## src/rtl/i2s_pkg.sv

```systemverilog
// Shared FSM state, channel and default-width definitions for the I2S receiver.
package i2s_pkg;

    localparam int DATA_BITS_DEF = 24;
    localparam int CNT_BITS_DEF  = 6;

    typedef enum logic [1:0] {
        IDLE  = 2'd0,
        LEFT  = 2'd1,
        RIGHT = 2'd2
    } state_t;

    typedef enum logic {
        CH_LEFT  = 1'b0,
        CH_RIGHT = 1'b1
    } chan_t;

endpackage

```

## src/rtl/sync_ff.sv

```systemverilog
// Two-flop synchronizer for asynchronous inputs; both stages clear to 0 on reset.
module sync_ff #(
    parameter int WIDTH = 1
) (
    input  logic             clk,
    input  logic             rst,
    input  logic [WIDTH-1:0] d,
    output logic [WIDTH-1:0] q
);

    logic [WIDTH-1:0] meta;

    always_ff @(posedge clk or negedge rst) begin
        if (!rst) begin
            meta <= '0;
            q    <= '0;
        end else begin
            meta <= d;
            q    <= meta;
        end
    end

endmodule

```

## src/rtl/i2s_rx.sv

```systemverilog
// I2S receiver: synchronizes sclk/lrclk/sdata, deserializes stereo slots, emits MSB-aligned pairs.
// Define I2S_RX_FRAME_ERR_EN to build the left/right slot-length check that drives frame_err.
module i2s_rx
    import i2s_pkg::*;
#(
    parameter int DATA_BITS = DATA_BITS_DEF,
    parameter int CNT_BITS  = CNT_BITS_DEF
) (
    input  logic                        clk,
    input  logic                        rst,
    input  logic                        i2s_sclk,
    input  logic                        i2s_lrclk,
    input  logic                        i2s_sdata,
    output logic signed [DATA_BITS-1:0] left_out,
    output logic signed [DATA_BITS-1:0] right_out,
    output logic                        sample_valid,
    output logic                        frame_err
);

    localparam logic [CNT_BITS-1:0]  CNT_MAX = '1;
    localparam logic [DATA_BITS-1:0] MSB_POS = {1'b1, {(DATA_BITS-1){1'b0}}};

    function automatic logic [CNT_BITS-1:0] sat_inc(input logic [CNT_BITS-1:0] c);
        return (c == CNT_MAX) ? c : c + CNT_BITS'(1);
    endfunction

    // Stage p0: synchronized pins and sclk rising-edge strobe
    logic [2:0] sync_p0;
    logic       sclk_d_p0;
    logic       edge_p0;

    sync_ff #(.WIDTH(3)) u_sync (
        .clk (clk),
        .rst (rst),
        .d   ({i2s_sclk, i2s_lrclk, i2s_sdata}),
        .q   (sync_p0)
    );

    always_ff @(posedge clk or negedge rst) begin
        if (!rst) sclk_d_p0 <= 1'b0;
        else      sclk_d_p0 <= sync_p0[2];
    end

    assign edge_p0 = sync_p0[2] & ~sclk_d_p0;

    // Stage p1: lrclk/sdata sampled on the sclk edge, boundary classification
    logic vld_p1, lr_p1, sd_p1, lr_prev;
    logic bnd_fall, bnd_rise, data_p1;

    always_ff @(posedge clk or negedge rst) begin
        if (!rst) begin
            vld_p1  <= 1'b0;
            lr_p1   <= 1'b0;
            sd_p1   <= 1'b0;
            lr_prev <= 1'b0;
        end else begin
            vld_p1 <= edge_p0;
            if (edge_p0) begin
                lr_p1 <= sync_p0[1];
                sd_p1 <= sync_p0[0];
            end
            if (vld_p1) lr_prev <= lr_p1;
        end
    end

    // A boundary edge carries the previous slot's delay bit, so it never shifts data.
    assign bnd_fall = vld_p1 &  lr_prev & ~lr_p1;
    assign bnd_rise = vld_p1 & ~lr_prev &  lr_p1;
    assign data_p1  = vld_p1 & (lr_prev == lr_p1);

    state_t state, state_nx;
    logic   left_done, pair_done;

    always_ff @(posedge clk or negedge rst) begin
        if (!rst) state <= IDLE;
        else      state <= state_nx;
    end

    always_comb begin
        state_nx  = state;
        left_done = 1'b0;
        pair_done = 1'b0;
        case (state)
            IDLE:    if (bnd_fall) state_nx = LEFT;
            LEFT:    if (bnd_rise) begin
                         state_nx  = RIGHT;
                         left_done = 1'b1;
                     end
            RIGHT:   if (bnd_fall) begin
                         state_nx  = LEFT;
                         pair_done = 1'b1;
                     end
            default: state_nx = IDLE;
        endcase
    end

    // Stage p2: slot deserializer, left holding register and output pair
    logic [DATA_BITS-1:0]        slot_sr;
    logic [DATA_BITS-1:0]        slot_pos;
    logic [CNT_BITS-1:0]         bit_cnt;
    logic signed [DATA_BITS-1:0] hold;

    // slot_pos walks a one-hot from the MSB down, giving left alignment and dropping excess bits.
    always_ff @(posedge clk or negedge rst) begin
        if (!rst) begin
            slot_sr      <= '0;
            slot_pos     <= '0;
            bit_cnt      <= '0;
            hold         <= '0;
            left_out     <= '0;
            right_out    <= '0;
            sample_valid <= 1'b0;
        end else begin
            sample_valid <= pair_done;
            if (bnd_fall || bnd_rise) begin
                slot_sr  <= '0;
                slot_pos <= MSB_POS;
                bit_cnt  <= '0;
            end else if (data_p1 && state != IDLE) begin
                if (sd_p1) slot_sr <= slot_sr | slot_pos;
                slot_pos <= slot_pos >> 1;
                bit_cnt  <= sat_inc(bit_cnt);
            end
            if (left_done) hold <= slot_sr;
            if (pair_done) begin
                left_out  <= hold;
                right_out <= slot_sr;
            end
        end
    end

`ifdef I2S_RX_FRAME_ERR_EN
    logic [CNT_BITS-1:0] left_len;

    always_ff @(posedge clk or negedge rst) begin
        if (!rst) begin
            left_len  <= '0;
            frame_err <= 1'b0;
        end else begin
            if (left_done) left_len <= bit_cnt;
            if (pair_done && (left_len != bit_cnt || left_len == CNT_MAX || bit_cnt == CNT_MAX))
                frame_err <= 1'b1;
        end
    end
`else
    assign frame_err = 1'b0;
`endif

endmodule

```

## config.mk

```make
export PLATFORM = sky130hd
export DESIGN_NAME = i2s_rx
export DESIGN_NICKNAME = d
export VERILOG_FILES = /design/src/rtl/i2s_pkg.sv /design/src/rtl/sync_ff.sv /design/src/rtl/i2s_rx.sv
export SDC_FILE = /design/constraint.sdc
export NUM_CORES = 1
export LEC_CHECK = 0
export BUFFER_PORTS_ARGS = -buffer_cell sky130_fd_sc_hd__buf_2
export CORE_MARGIN = 2
export CORE_UTILIZATION = 30
export DETAILED_ROUTE_END_ITERATION = 8
export PLACE_DENSITY = 0.49
export SYNTH_ARGS = -nofsm -noshare
export SYNTH_HDL_FRONTEND = slang
export SYNTH_HIERARCHICAL = 1
export SYNTH_SLANG_ARGS = --single-unit
```

## constraint.sdc

```tcl
create_clock -name clk -period 2 [get_ports clk]
set_input_delay 0.4 -clock clk [delete_from_list [all_inputs] [get_ports clk]]
set_output_delay 0.4 -clock clk [all_outputs]
set_load 0.005 [all_outputs]
```

==> results of run 1 <==
==> registers in the layout (all words and copies together) (netlist names) <==
name,cells
hold,24
vld_p1,1
lr_prev,1
left_out,24
sd_p1,1
state,2
sclk_d_p0,1
sample_valid,1
slot_sr,24
u_sync/q,3
lr_p1,1
u_sync/meta,3
right_out,24
slot_pos,24
==> worst reg2reg max path: stages (launching register included) <==
cell and delay, ps:
dfrtp_1 530, o211a_1 760, a21oi_1 180, nor2_1 130
==> power groups by stage <==
| stage | registers, µW | logic [µW] | clock network (µW) |
|---|---|---|---|
| final | 2960 | 399 | 3330 |
| after global placement | 3010 | 401 | 0 |
| after detailed placement | 3010 | 409 | 0 |
| after floorplan | 2980 | 256 | 0 |
| after global routing | 2990 | 456 | 3550 |
| after CTS | 2970 | 412 | 3430 |
==> Yosys cell counts (all sizes together) <==
library cell / n / area [µm²]
a21o: 1 / 7.51
nand4b: 1 / 23.8
nor2: 24 / 90.1
xor2: 1 / 8.76
mux2: 74 / 867
o21a: 1 / 7.51
conb: 1 / 3.75
nand2: 48 / 180
and2: 1 / 6.26
a31oi: 1 / 6.26
buf: 19 / 126
o211a: 1 / 10.0
clkbuf: 1 / 3.75
dfrtp: 134 / 3350
nor3: 1 / 16.3
a21oi: 47 / 235
inv: 2 / 7.51
nor2b: 3 / 26.3
nand2b: 2 / 15.0
a22o: 1 / 8.76
o21ai: 4 / 20.0
==> kinds of logic (layout without fill, tap and decap cells) <==
family / Yosys count / count (layout) / synth area share (%)
buf+inv: 22 / 99 / 2.74
mux: 74 / 74 / 17.3
xor+xnor: 1 / 1 / 0.174
simple gates: 80 / 80 / 7.12
other cells: 1 / 1 / 0.0746
flops: 134 / 134 / 66.7
compound gates: 56 / 56 / 5.88
==> placed cells by master, fill, tap and decap left out, types with 2 or more instances in the layout <==
master / netlist / final
clkinv_2: 0 / 2
clkinvlp_4: 0 / 2
buf_2: 8 / 52
nor2_1: 24 / 24
buf_12: 0 / 3
inv_6: 0 / 4
buf_4: 4 / 8
mux2_4: 9 / 9
clkinv_4: 0 / 2
nand2_1: 48 / 48
clkbuf_16: 0 / 17
nor2b_1: 2 / 2
mux2_1: 7 / 7
mux2_2: 58 / 58
a21oi_1: 47 / 47
o21ai_0: 3 / 3
dfrtp_1: 134 / 134
bufinv_16: 0 / 4
inv_1: 2 / 2
==> through the flow <==
step           cell area, µm²  utilization, %  std cells
2_1_floorplan            5020               -        368
3_3_place_gp             5570            33.8        632
3_5_place_dp             5570            33.8        632
4_1_cts                  6210            37.7        665
5_1_grt                  6210            37.7        665
6_report                 6210            37.7        665
==> per-layer routing <==
layer  track usage (%)  part of all wire (%)
met1              15.2                    47
met2              17.8                    47
met5                 0                     0
met3              4.98                   4.4
met4              4.08                   1.3
==> timing repair <==
item	in CTS	in global routing
endpoints found under the setup margin	0	0
endpoints found under the hold margin	40	0
hold buffers	1	0
==> layout make-up <==
class	count	area, µm²
Clock buffer	18	439
Timing Repair Buffer	65	402
Multi-Input combinational cell	212	1540
Clock inverter	14	198
Inverter	2	7.51
Fill cell	1623	10300
Tap cell	220	275
Sequential cell	134	3350
==> path summary, 6_finish.rpt <==
check / startpoint / slack (ps) / to
worst max-delay path: vld_p1 / 340 / slot_sr[6]
worst min-delay path: i2s_lrclk / 90 / u_sync/meta[1]
worst max register to register: vld_p1 / 340 / slot_sr[6]
worst min register to register: u_sync/meta[0] / 350 / u_sync/q[0]
max in group asynchronous: rst / 890 / slot_pos[21]
min in group asynchronous: rst / 480 / slot_sr[14]
==> flow_summary_export.csv, run 1 <==
group,metric,value,unit
run_status,outcome,"finished, final reports clean",
logic_synthesis,yosysUniqueCellTypes,29,
pwr,powerDensity,1080,mW/mm²
pwr,p_int,5150,µW
clocking,cts.sinks,134,
global_route,grt_max_degree,50,
logic_synthesis,synthCells,368,
drt,finalWirelength,9390,µm
critical_path,max_stage_delay,760,ps
critical_path,path_class,"reg2reg",
critical_path,crit_buf_inv,0,
critical_path,path_max_fanout,24,
global_route,first_global_vias,3221,
clocking,cts.reportedPaths.clkPinSlew,60,ps
timing,tns,0,ps
critical_path,crit_slowest_cell,"o211a_1",
timing,hold_viol_final,0,
clocking,htree_num_levels,4,
timing,fin_crit,1660,ps
logic_synthesis,syn_area_per_cell,13.7,µm²
clocking,post_cts_resized,0,
pwr,pwr-share-clk,49.8,%
logic_synthesis,ys_seq_area_share,66.7,%
floorplan,start_util,30.5,%
clocking,clk_path_buf_depth,2,
drt,drcViolationCount,0,
drt,drtPass1Iterations,4,
timing,slew_headroom,44.7,%
pwr,power_frac_comb,6.0,%
pwr,finalPower,6700,µW
drt,drt-wirelength-per-cell,14.1,µm
floorplan,ios,55,
global_route,grt-ovfl-total,0,
drt,viasPerCell,4.43,
floorplan,core,0.0165,mm²
pwr,power_frac_seq,44.3,%
global_route,grt_pass1_wl,16400,µm
drt,dr.first_iter.drc_count,187,
floorplan,fp.dieH,133,µm
timing,rsz0062_at_grt,"false",
pwr,p_sw,1550,µW
pwr,p_sw_share,23.1,%
worst_hold_path,whs_path_depth,1,
clocking,cts_setup_buffers,0,
critical_path,start_kind,"flip-flop",
placement,place_hpwl,5580,µm
global_route,antenna_found_initial,0,
placement,dp_slack,378,ps
timing,tightest_slew,829,ps
critical_path,critPathTopFamily,"compound AO/OA/AOI/OAI gates",
worst_hold_path,hp-class,"in2reg",
critical_path,critPathCaptureType,"flip-flop",
clocking,clock_latency,410,ps
timing,layout_setup_ws,338,ps
clocking,cts-root-buf,"clkbuf_16",
pwr,leakage,0.00324,µW
drt,via_count,2947,
global_route,gr-usage-all-layers,11.8,%
critical_path,cp.arrival,2000,ps
critical_path,critical_path.cell_chain,"o211a_1 > a21oi_1 > nor2_1",
placement,port_buffers,53,
drt,ant_nets,0,
final_layout,layout-drive-gt1-share,38.0,%
critical_path,cp.depth,3,
timing,setup_viol,0,
logic_synthesis,ys_warn_count,6,
floorplan,row_count,47,
clocking,cts_buffers,17,
final_layout,fin_nets,437,
clocking,tritoncts,"done",
timing,fin_skew,8.34,ps
timing,whs,92.6,ps
final_layout,antenna_cells,0,
final_layout,area_delta_synth_final,23.7,%
timing,slew_viol_final,0,
job,max-cap-violations,0,
pwr,vdd_ir_drop_max,0.549,mV
logic_synthesis,syn_nets,373,
floorplan,die_area,0.0178,mm²
critical_path,r2r.worst_path.cells,3,
critical_path,critPathRequiredTime,2340,ps
placement,gp_congestion,0.730,
timing,clock.fmax,602,MHz
logic_synthesis,synth_seq_cells,134,
timing,finalCritPeriodShare,83.1,%
logic_synthesis,syn_area,0.00502,mm²
floorplan,fp.dieW,133,µm
No activity file was read; power rests on OpenSTA's default activity.
==> inputs of run 2 (changes only) <==
Settings changed: ABC_AREA from default to 1.
Clock period 2 ns to 1.6 ns, I/O delays scaled along.
==> run 2 against run 1 <==
  * Highest routed layer unchanged
  * Global-route usage increased by 1.5 points
  * Largest cell class unchanged
  * Power increased by 27%
  * First-iteration DRC count increased by 27%
  * Hold slack got worse by 69 ps
  * Critical path depth increased by 3
  * Register-to-register slack got worse by 230 ps
  * Critical endpoint is now slot_pos[11]
  * Core utilization decreased by 0.65 points
  * Clock skew increased by 1.8 ps
==> flow_summary_export.csv, run 2 <==
group,metric,value,unit
clocking,post_cts_resized,0,
pwr,powerDensity,1340,mW/mm²
timing,fin_crit,1490,ps
critical_path,start_kind,"flip-flop",
critical_path,path_max_fanout,27,
logic_synthesis,syn_area_per_cell,9.62,µm²
critical_path,crit_buf_inv,3,
placement,place_hpwl,7480,µm
drt,ant_nets,0,
drt,drtPass1Iterations,4,
global_route,first_global_vias,3782,
global_route,grt-ovfl-total,0,
final_layout,area_delta_synth_final,22.4,%
timing,whs,23.9,ps
critical_path,cp.depth,6,
placement,gp_congestion,0.759,
critical_path,rr_endpoint,"slot_pos[11]",
critical_path,path_common_cell,"buf_4",
final_layout,finish.utilization,37.1,%
global_route,antenna_found_initial,0,
critical_path,path_class,"reg2reg",
final_layout,final_common_cell,"nand2_1",
logic_synthesis,synth_common_cells,"nand2_1, dfrtp_1, a21oi_1",
run_status,outcome,"finished, final reports clean",
job,max-cap-violations,0,
critical_path,critPathCapture,"slot_pos[11]",
critical_path,critPathCaptureType,"flip-flop",
pwr,vdd_ir_drop_max,0.719,mV
timing,rsz0062_at_grt,"false",
floorplan,row_count,48,
timing,setup_viol,0,
critical_path,critical_path.cell_chain,"buf_4 > inv_2 > nor2_2 > buf_4 > nand2_1 > a21oi_1",
clocking,tritoncts,"done",
global_route,grt_pass1_wl,19000,µm
drt,drcViolationCount,0,
floorplan,fp.dieW,135,µm
critical_path,crit_slowest_cell,"dfrtp_1",
clocking,cts.sinks,134,
logic_synthesis,synth-edff-count,0,
final_layout,antenna_cells,0,
timing,clock.fmax,670,MHz
placement,port_buffers,53,
logic_synthesis,yosysTopAreaCell,"dfrtp_1",
floorplan,ios,55,
logic_synthesis,synth.area.top_cells,"dfrtp_1, nand2_1, a21oi_1",
floorplan,start_util,30.3,%
global_route,met2_usage,21.2,%
clocking,clock_latency,410,ps
logic_synthesis,ys_seq_area_share,64.7,%
critical_path,cp.arrival,1820,ps
drt,drt-wirelength-per-cell,13.4,µm
pwr,leakage,0.00325,µW
critical_path,critPathTopFamily,"buffers and inverters",
drt,dr.first_iter.drc_count,238,
clocking,htree_num_levels,4,
drt,finalWirelength,11200,µm
logic_synthesis,synth-async-reset-ratio,100,%
placement,dp.cells,798,
logic_synthesis,synth_most_common_cell,"nand2_1",
critical_path,startpoint,"vld_p1",
worst_hold_path,hp-class,"in2reg",
drt,via_count,3744,
drt,viasPerCell,4.49,
critical_path,r2r.worst_path.cells,6,
global_route,grt_util_met1,17.5,%
critical_path,rrSetupSlack,110,ps
logic_synthesis,yosysUniqueCellTypes,20,
logic_synthesis,synthFlopType,"dfrtp_1",
logic_synthesis,synth_top_area_share,64.7,%
global_route,grt_max_degree,53,
timing,tns,0,ps
timing,finalCritPeriodShare,93.4,%
critical_path,r2r-start,"vld_p1",
logic_synthesis,syn_nets,544,
timing,slew_viol_final,0,
clocking,cts_setup_buffers,0,
floorplan,die_area,0.0184,mm²
timing,hold_viol_final,0,
global_route,gr-usage-all-layers,13.3,%
logic_synthesis,syn_area,0.00518,mm²
floorplan,core,0.0171,mm²
global_route,grt_busiest_layer,"met2",
final_layout,final_cell_mix,"nand2_1, dfrtp_1, buf_2, a21oi_1, inv_1",
logic_synthesis,ys_warn_count,6,
timing,fin_skew,10.2,ps
global_route,use_met3,3.37,%
critical_path,max_stage_delay,390,ps
logic_synthesis,synth_seq_cells,134,
clocking,cts_buffers,17,
final_layout,fin_cells,833,
clocking,clk_path_buf_depth,2,
clocking,cts.reportedPaths.clkPinSlew,60,ps
clocking,cts-root-buf,"clkbuf_16",
worst_hold_path,whs_path_depth,1,
final_layout,layout-drive-gt1-share,18.3,%
clocking,ctsHoldBuffers,2,
final_layout,fin_nets,600,
floorplan,fp.dieH,135,µm
critical_path,critPathRequiredTime,1920,ps
logic_synthesis,synthCells,539,
==> run 2: layout make-up <==
type,instances,area [µm²]
clock buffers,18,439
fillers,1747,10800
multi-input cells,336,1490
flip-flops and latches,134,3350
well taps,225,282
clock inverters,14,198
inverters,36,135
repair buffers,70,453
==> run 2: worst reg2reg max path, cell delays in order, from the launching register on <==
cell	delay, ps
dfrtp_1	390
buf_4	330
inv_2	60
nor2_2	100
buf_4	260
nand2_1	110
a21oi_1	160
==> run 2: power breakdown <==
| group | switching (µW) | internal [µW] | leakage (µW) |
|---|---|---|---|
| clock network | 1480 | 2670 | 0.000307 |
| logic | 501 | 211 | 0.00110 |
| registers | 106 | 3520 | 0.00184 |
==> run 2: metal layers <==
metal / share of wire [%] / up-vias
met5: 0 / -
met4: 0.83 / 0
met3: 2.9 / 7
met2: 49 / 44
met1: 48 / 1850
li1: - / 1843
==> run 2: kinds of logic after synthesis <==
kind of cell	after synthesis	synth area share (%)
simple gates	262	21.5
flops	134	64.7
buf+inv	69	6.66
compound gates	73	7.05
other cells	1	0.0723
==> run 2: through the flow <==
| stage | cell area [µm²] | power [µW] | worst slack [ps] |
|---|---|---|---|
| after detailed placement | 5680 | 4410 | 144 |
| final | 6350 | 8480 | 106 |
| after CTS | 6340 | 8570 | 87.8 |
| after global routing | 6350 | 8830 | 7.37 |
| after global placement | 5680 | 4380 | 196 |
| after floorplan | 5180 | 4160 | 423 |
==> run 2: worst min-delay path by stage <==
stage / start / end / slack (ps)
floorplan: rst / hold[0] / 20
finish: i2s_lrclk / u_sync/meta[1] / 20
detailed placement: rst / u_sync/meta[2] / 180
global placement: rst / u_sync/meta[2] / 180
global route: i2s_lrclk / u_sync/meta[1] / 2
CTS: i2s_lrclk / u_sync/meta[1] / 9
